<file path="src/rtl/spi_pattern_slave.sv">
// SPI slave that oversamples the MCU pins in the clk_50mhz domain and streams generated words.
// The pattern source is counter, LFSR, constant or loopback. MOSI words are captured and counted.
module spi_pattern_slave #(
    parameter int unsigned       WORD_W    = 8,
    parameter int unsigned       CNT_W     = 16,
    parameter bit                CPOL      = 1'b0,
    parameter logic [WORD_W-1:0] LFSR_TAPS = WORD_W'(8'hB8),
    parameter logic [WORD_W-1:0] LFSR_SEED = WORD_W'(8'h01)
) (
    input  logic              clk_50mhz,
    input  logic              rst_n,
    input  logic              spi_clk,
    input  logic              spi_cs_n,
    input  logic              spi_mosi,
    output logic              spi_miso,
    output logic              spi_miso_oe,
    input  logic [1:0]        pattern_sel,
    input  logic [WORD_W-1:0] const_word,
    output logic [WORD_W-1:0] rx_word,
    output logic              rx_valid,
    output logic [CNT_W-1:0]  word_cnt
);

    localparam int unsigned       BIT_W    = (WORD_W > 1) ? $clog2(WORD_W) : 1;
    localparam logic [BIT_W-1:0]  LAST_BIT = BIT_W'(WORD_W - 1);

    typedef enum logic [1:0] {
        PAT_COUNTER  = 2'b00,
        PAT_LFSR     = 2'b01,
        PAT_CONST    = 2'b10,
        PAT_LOOPBACK = 2'b11
    } pattern_e;

    // Index 0 is the pin-facing flop, index 1 is the synced value, index 2 is the edge-detect history.
    logic [2:0]        r_sck_sync;
    logic [2:0]        r_cs_sync;
    logic [1:0]        r_mosi_sync;

    logic [BIT_W-1:0]  r_bit_cnt;
    logic [WORD_W-1:0] r_tx_shift;
    logic [WORD_W-2:0] r_rx_shift;
    logic [WORD_W-1:0] r_lfsr;
    logic [WORD_W-1:0] r_rx_word;
    logic              r_rx_valid;
    logic [CNT_W-1:0]  r_word_cnt;

    logic              w_sck_rise;
    logic              w_sck_fall;
    logic              w_lead_edge;
    logic              w_trail_edge;
    logic              w_cs_fall;
    logic              w_cs_rise;
    logic              w_cs_active;
    logic [WORD_W-1:0] w_rx_next;
    logic [WORD_W-1:0] w_lfsr_next;
    logic [WORD_W-1:0] w_cnt_word;
    logic [WORD_W-1:0] w_gen_word;
    pattern_e          w_pattern;

    // NOTE: all sequential state uses non-blocking assignments so every flop samples pre-edge values.
    always_ff @(posedge clk_50mhz or negedge rst_n) begin
        if (!rst_n) begin
            r_sck_sync  <= {3{CPOL}};
            r_cs_sync   <= 3'b111;
            r_mosi_sync <= '0;
        end else begin
            r_sck_sync  <= {r_sck_sync[1:0], spi_clk};
            r_cs_sync   <= {r_cs_sync[1:0], spi_cs_n};
            r_mosi_sync <= {r_mosi_sync[0], spi_mosi};
        end
    end

    assign w_sck_rise   =  r_sck_sync[1] & ~r_sck_sync[2];
    assign w_sck_fall   = ~r_sck_sync[1] &  r_sck_sync[2];
    assign w_lead_edge  = CPOL ? w_sck_fall : w_sck_rise;
    assign w_trail_edge = CPOL ? w_sck_rise : w_sck_fall;
    assign w_cs_fall    = ~r_cs_sync[1] &  r_cs_sync[2];
    assign w_cs_rise    =  r_cs_sync[1] & ~r_cs_sync[2];
    assign w_cs_active  = ~r_cs_sync[1];

    assign w_rx_next   = {r_rx_shift, r_mosi_sync[1]};
    assign w_lfsr_next = r_lfsr[0] ? ((r_lfsr >> 1) ^ LFSR_TAPS) : (r_lfsr >> 1);

    generate
        if (CNT_W >= WORD_W) begin : g_cnt_trunc
            assign w_cnt_word = r_word_cnt[WORD_W-1:0];
        end else begin : g_cnt_ext
            assign w_cnt_word = {{(WORD_W - CNT_W){1'b0}}, r_word_cnt};
        end
    endgenerate

    assign w_pattern = pattern_e'(pattern_sel);

    // NOTE: the default assignment ahead of the case keeps this block free of inferred latches.
    always_comb begin
        w_gen_word = '0;
        unique case (w_pattern)
            PAT_COUNTER:  w_gen_word = w_cnt_word;
            PAT_LFSR:     w_gen_word = r_lfsr;
            PAT_CONST:    w_gen_word = const_word;
            PAT_LOOPBACK: w_gen_word = r_rx_word;
            default:      w_gen_word = '0;
        endcase
    end

    // CS edges take priority over any SCK edge seen in the same cycle.
    always_ff @(posedge clk_50mhz or negedge rst_n) begin
        if (!rst_n) begin
            r_bit_cnt  <= '0;
            r_tx_shift <= '0;
            r_rx_shift <= '0;
            r_lfsr     <= LFSR_SEED;
            r_rx_word  <= '0;
            r_rx_valid <= 1'b0;
            r_word_cnt <= '0;
        end else begin
            r_rx_valid <= 1'b0;
            if (w_cs_fall) begin
                r_bit_cnt  <= '0;
                r_tx_shift <= w_gen_word;
                r_rx_shift <= '0;
            end else if (w_cs_rise) begin
                r_bit_cnt <= '0;
            end else if (w_cs_active) begin
                if (w_lead_edge) begin
                    r_rx_shift <= w_rx_next[WORD_W-2:0];
                    if (r_bit_cnt == LAST_BIT) begin
                        r_rx_word  <= w_rx_next;
                        r_rx_valid <= 1'b1;
                        r_word_cnt <= r_word_cnt + CNT_W'(1);
                        r_lfsr     <= w_lfsr_next;
                        r_bit_cnt  <= '0;
                    end else begin
                        r_bit_cnt <= r_bit_cnt + BIT_W'(1);
                    end
                end else if (w_trail_edge) begin
                    // Bit counter at zero on a trailing edge means the previous word just completed.
                    if (r_bit_cnt == '0) begin
                        r_tx_shift <= w_gen_word;
                    end else begin
                        r_tx_shift <= {r_tx_shift[WORD_W-2:0], 1'b0};
                    end
                end
            end
        end
    end

    assign spi_miso_oe = ~r_cs_sync[2];
    assign spi_miso    = r_tx_shift[WORD_W-1] & spi_miso_oe;
    assign rx_word     = r_rx_word;
    assign rx_valid    = r_rx_valid;
    assign word_cnt    = r_word_cnt;

endmodule

</file>
<file path="config.mk">
export PLATFORM = sky130hd
export DESIGN_NAME = spi_pattern_slave
export DESIGN_NICKNAME = d
export VERILOG_FILES = /design/src/rtl/spi_pattern_slave.sv
export SDC_FILE = /design/constraint.sdc
export NUM_CORES = 1
export LEC_CHECK = 0
export BUFFER_PORTS_ARGS = -buffer_cell sky130_fd_sc_hd__buf_2
export CAP_MARGIN = 20
export CELL_PAD_IN_SITES_DETAIL_PLACEMENT = 1
export CELL_PAD_IN_SITES_GLOBAL_PLACEMENT = 1
export CORE_MARGIN = 3
export CORE_UTILIZATION = 45
export DETAILED_ROUTE_END_ITERATION = 10
export GPL_ROUTABILITY_DRIVEN = 1
export PLACE_DENSITY = 0.76
export SKIP_LAST_GASP = 1
export SLEW_MARGIN = 10
export SYNTH_ARGS = -nofsm -noshare
export SYNTH_HDL_FRONTEND = slang
export SYNTH_SLANG_ARGS = --single-unit
</file>
<file path="constraint.sdc">
create_clock -name clk_50mhz -period 5.8 [get_ports clk_50mhz]
set_input_delay 1.16 -clock clk_50mhz [delete_from_list [all_inputs] [get_ports clk_50mhz]]
set_output_delay 1.16 -clock clk_50mhz [all_outputs]
set_load 0.01 [all_outputs]
</file>
Word level (Yosys, flattened, before mapping)
Cells that the tools add are included.
- add/subtract/negate cells: 2
- eq/ne operators: 8
- multiplexer cells: 22
- bitwise gates (word level): 12
- reductions and logical operators: 9
- operator list (cell ; count):
    $mux 8 ; 7
    $pmux 8 s4 ; 1
    $mux 7 ; 4
    $add 16x1->16 const B ; 1
    $mux 3 ; 5
    $not 1->1 ; 6
    $and 1x1->1 ; 5
    $mux 1 ; 5
    $reduce_and 5->1 ; 1
    $eq 2x2->1 const B ; 2
    $ne 2x1->1 const B ; 2
    $not 3->4 ; 1
    $reduce_and 4->1 ; 1
    $reduce_bool 2->1 ; 2
    $add 3x1->3 const B ; 1
    $eq 3x3->1 const B ; 1
    $logic_not 3->1 ; 1
    $ne 3x1->1 const B ; 1
    $reduce_and 3->1 ; 1
    $reduce_bool 3->1 ; 1
    $eq 2x1->1 const B ; 1
    $logic_not 2->1 ; 1
    $ne 2x2->1 const B ; 1
    $reduce_and 2->1 ; 1
- bits in registers: 59
- input bits: 15
- output and inout bits: 27
- logic and storage cells: 63

Logic depth before layout (Yosys ltp)
- word-level depth: 8
- gate-level depth with buffers: 7
- depth with buffers taken out: 6

Least setup slack after synthesis
OpenSTA, ideal clock, no wires.
- path type: input port to flip-flop
- start: in pattern_sel[1]
- end: reg r_tx_shift[1]
- path slack: 3.626 ns
- library setup time: 0.123 ns
- data arrival time: 2.051 ns
- buffers on the path: 1
- stages on the path: 4
- required time: 5.677 ns
- cell sequence: buf_2 mux4_2 mux2i_1 a21oi_1
- cells in the longest elaborated chain, start to end: 8
- elaborated cells on any way between the ends: 11
- those cells by class: 3 x eq/ne; 7 x mux; 1 x reduce/logical
- ends and longest elaborated chain (element ; RTL line ; RTL):
    from (decl) ; 17 ; input logic [1:0] pattern_sel,
    $eq 2x2->1, or another cell as far along ; 97 ; unique case (w_pattern)
    $pmux 8 s4 * ; 97 ;
    $mux 8 ; 138 ; if (r_bit_cnt == '0) begin
    $mux 8 ; 136 ; end else if (w_trail_edge) begin
    $mux 8 ; 125 ; if (w_lead_edge) begin
    $mux 8 ; 124 ; end else if (w_cs_active) begin
    $mux 8 ; 122 ; end else if (w_cs_rise) begin
    $mux 8 * ; 118 ; if (w_cs_fall) begin
    to (signal assigned) ; 120 ; r_tx_shift <= w_gen_word;
    to (signal assigned) ; 139 ; r_tx_shift <= w_gen_word;
    to (signal assigned) ; 141 ; r_tx_shift <= {r_tx_shift[WORD_W-2:0], 1'b0};
    to (decl) ; 40 ; logic [WORD_W-1:0] r_tx_shift;
Mark *: on every way between the ends. The rest lies on a longest branch, timed or not. The select of a mux whose other input is x is not followed.
A chain may end at the register's enable or synchronous reset.

Worst setup path after layout
- start: reg r_word_cnt[2] (netlist: word_cnt[2])
- end: out word_cnt[2]
- RTL lines (element ; RTL line ; RTL):
    from (decl) ; 45 ; logic [CNT_W-1:0] r_word_cnt;
    from (signal assigned) ; 130 ; r_word_cnt <= r_word_cnt + CNT_W'(1);
    to (decl) ; 21 ; output logic [CNT_W-1:0] word_cnt
No word-level cell between the ends.

==> load_flow_metrics.sql <==
INSERT INTO impl_metrics (metric_group, metric, value, unit) VALUES
('logic_synthesis', 'post_synthesis_mux_area_share', '12.50', '%'),
('logic_synthesis', 'postSynthAreaPerCell', '11.31', 'um2'),
('timing', 'setup_viol_count_final', '0', ''),
('setup_path', 'worstSetupPathType', 'register to output pin', ''),
('floorplanning', 'fp.dieArea', '6948', 'um2'),
('cts', 'cts_buffers', '9', ''),
('cells_and_area', 'num_antenna_cells', '0', ''),
('setup_path', 'cp_slowest_cell', 'sky130_fd_sc_hd__dfrtp_1', ''),
('logic_synthesis', 'post-synth-top-area-fraction', '51.12', '%'),
('logic_synthesis', 'synthesis.area', '2693', 'um2'),
('timing', 'fmax', '0.4413', 'GHz'),
('logic_synthesis', 'synth_compound_gate_area_share', '4.972', '%'),
('setup_path', 'cp.required', '4640', 'ps'),
('cells_and_area', 'storage_cell_area', '1481', 'um2'),
('min_path', 'worstHoldPathType', 'register to register', ''),
('timing', 'skew', '10.78', 'ps'),
('setup_path', 'total_stage_count_of_the_critical_path', '1', ''),
('timing', 'timing.hold.ws', '349.1', 'ps'),
('cells_and_area', 'finalNetCount', '303', ''),
('global_routing', 'antenna_found_initial', '0', ''),
('logic_synthesis', 'mappedNetlistNets', '259', ''),
('timing', 'finalMaxSlewViolations', '0', ''),
('timing', 'timing.slew.headroom', '39.26', '%'),
('route', 'routedWlPerCell', '17.16', 'um'),
('setup_path', 'total_buffers_and_inverters_traversed_by_the_critical_path', '1', ''),
('logic_synthesis', 'synth_area_in_simple_gates', '15.89', '%'),
('cells_and_area', 'final_design_area_no_fill', '3126', 'um2'),
('global_routing', 'maximum_number_of_pins_on_one_net_before_global_route_repair', '60', ''),
('setup_path', 'timing.critical_path.fanout_max', '8', ''),
('cts', 'worst_setup_hold_path_clk_slew', '70', 'ps'),
('placement', 'placement.cell_area', '2953', 'um2'),
('job', 'max_cap_viol_count', '0', ''),
('global_routing', 'grt_remaining_overflow', '0', ''),
('timing', 'min_period_over_period', '39.07', '%'),
('global_routing', 'first_global_vias', '2136', ''),
('placement', 'gpl.final_weighted_congestion', '0.7696', ''),
('cts', 'post_cts.repair.setup_buffers', '0', ''),
('outcome', 'outcome', 'finished, final reports clean', ''),
('cts', 'clock_insertion_delay_worst_skew', '340', 'ps'),
('setup_path', 'path_cells', 'buf_2', ''),
('setup_path', 'critPathLaunch', 'word_cnt[2]$_DFFE_PN0P_', ''),
('cts', 'ctsHtreeMaxLevel', '3', ''),
('cts', 'ctsRootBufferMaster', 'sky130_fd_sc_hd__clkbuf_8', ''),
('cts', 'clock_path_buffers', '2', ''),
('floorplanning', 'boundaryPins', '42', ''),
('setup_path', 'regToRegEndpoint', 'r_lfsr[6]$_DFFE_PN0P_', ''),
('cells_and_area', 'final_core_utilization', '55.40', '%'),
('cts', 'postCtsHoldBufs', '0', ''),
('global_routing', 'grt_pass1_wl', '10560', 'um'),
('setup_path', 'worst_path_largest_cell_delay', '560', 'ps'),
('logic_synthesis', 'synth.top_cells.by_area', 'sky130_fd_sc_hd__dfrtp_1 (51%), sky130_fd_sc_hd__nand2_1 (7.4%), sky130_fd_sc_hd__mux4_2 (6.7%)', ''),
('setup_path', 'timing.critical_path.to_type', 'output pin', ''),
('timing', 'post-route-min-period', '2266', 'ps'),
('floorplanning', 'std_cell_core_area', '5642', 'um2'),
('logic_synthesis', 'largest_family_of_logic_cells_by_synthesized_area', 'simple AND/OR/NAND/NOR gates', ''),
('logic_synthesis', 'postSynthCellCount', '238', ''),
('timing', 'setup_tns', '0', 'ps'),
('cts', 'cts_num_sinks', '59', ''),
('placement', 'dp.final_hpwl', '4383', 'um'),
('power', 'power.density_cell_area', '305.2', 'nW/um2'),
('timing', 'worst-slew-pin-transition', '907.8', 'ps'),
('logic_synthesis', 'synth_top_cell_by_area', 'sky130_fd_sc_hd__dfrtp_1', ''),
('setup_path', 'reg2reg_setup_slack', '3580', 'ps'),
('route', 'first_pass_iters', '4', ''),
('cells_and_area', 'multi_input_area', '1131', 'um2'),
('route', 'wirelength', '6161', 'um'),
('route', 'via_count', '1913', ''),
('logic_synthesis', 'synth_xor_area_share', '5.855', '%'),
('route', 'dr.first_iter.drc_count', '76', ''),
('logic_synthesis', 'synth_warnings', '0', ''),
('timing', 'rsz0062_at_grt', 'false', '');
[power breakdown]
part / switching (mW) / total [mW] / internal [mW]
sequential: 0.0281 / 0.478 / 0.450
combinational: 0.0775 / 0.138 / 0.0603
clock: 0.161 / 0.338 / 0.178
total: 0.266 / 0.954 / 0.688
[cell type report]
type | count | area share (%)
clock buffers | 14 | 5.204
clock inverters | 2 | 0.3203
well taps | 72 | 2.882
multi-input cells | 160 | 36.19
flip-flops and latches | 59 | 47.40
inverters | 10 | 1.201
repair buffers | 42 | 6.805
[through the flow]
| stage | instances | total power, mW |
|---|---|---|
| 6_report | 359 | 0.9540 |
| 5_1_grt | 359 | 1.008 |
| 4_1_cts | 359 | 0.9619 |
| 3_5_place_dp | 343 | 0.6247 |
| 3_3_place_gp | 343 | 0.6141 |
| 2_1_floorplan | 238 | 0.5756 |
[kinds of logic after synthesis]
logic type,Yosys count
flip-flops,59
adder cells (fa/ha/maj),6
XOR/XNOR,18
multiplexers,23
AO/OA/AOI/OAI,23
AND/OR/NAND/NOR,90
buffers and inverters,19
[flip-flops by register name (all words and copies together) (netlist names)]
register and count:
r_cs_sync 3, r_rx_shift 7, r_sck_sync 3, word_cnt 16, r_tx_shift 8, rx_word 8
r_lfsr 8, r_mosi_sync 2, r_bit_cnt 3, rx_valid 1
[layer usage]
| layer | wire length (um) | global-route usage (%) | part of all wire (%) |
|---|---|---|---|
| met4 | 142 | 8.172 | 2.3 |
| met2 | 2972 | 31.56 | 48 |
| met1 | 2779 | 24.46 | 45 |
| met5 | 0 | 0 | 0 |
| met3 | 268 | 6.349 | 4.3 |
[layout by cell type (no fill, tap or decap), types with 2 or more instances in the layout]
cell type / count
sky130_fd_sc_hd__nor3_2: 2
sky130_fd_sc_hd__clkbuf_1: 3
sky130_fd_sc_hd__xnor2_1: 14
sky130_fd_sc_hd__mux2_2: 5
sky130_fd_sc_hd__buf_2: 41
sky130_fd_sc_hd__nand4_1: 5
sky130_fd_sc_hd__clkinv_2: 2
sky130_fd_sc_hd__nor2_1: 13
sky130_fd_sc_hd__o21ai_0: 12
sky130_fd_sc_hd__mux4_2: 8
sky130_fd_sc_hd__a21oi_1: 7
sky130_fd_sc_hd__clkbuf_8: 11
sky130_fd_sc_hd__dfstp_2: 4
sky130_fd_sc_hd__mux2i_1: 10
sky130_fd_sc_hd__ha_1: 6
sky130_fd_sc_hd__nor3_1: 2
sky130_fd_sc_hd__nand3_1: 6
sky130_fd_sc_hd__dfrtp_1: 55
sky130_fd_sc_hd__inv_1: 10
sky130_fd_sc_hd__nand2_1: 53
sky130_fd_sc_hd__xor2_1: 4
[worst min-delay path by stage]
stage | slack (ps) | end | cells past startpoint | from
finish | 350 | r_mosi_sync[1]$_DFF_PN0_ | 0 | r_mosi_sync[0]$_DFF_PN0_
global route | 360 | r_mosi_sync[1]$_DFF_PN0_ | 0 | r_mosi_sync[0]$_DFF_PN0_
CTS | 350 | r_mosi_sync[1]$_DFF_PN0_ | 0 | r_mosi_sync[0]$_DFF_PN0_
detailed placement | 340 | r_mosi_sync[1]$_DFF_PN0_ | 0 | r_mosi_sync[0]$_DFF_PN0_
global placement | 330 | r_sck_sync[1]$_DFF_PN0_ | 0 | r_sck_sync[0]$_DFF_PN0_
floorplan | 330 | r_mosi_sync[1]$_DFF_PN0_ | 0 | r_mosi_sync[0]$_DFF_PN0_
(Power assumes the default switching activity.)
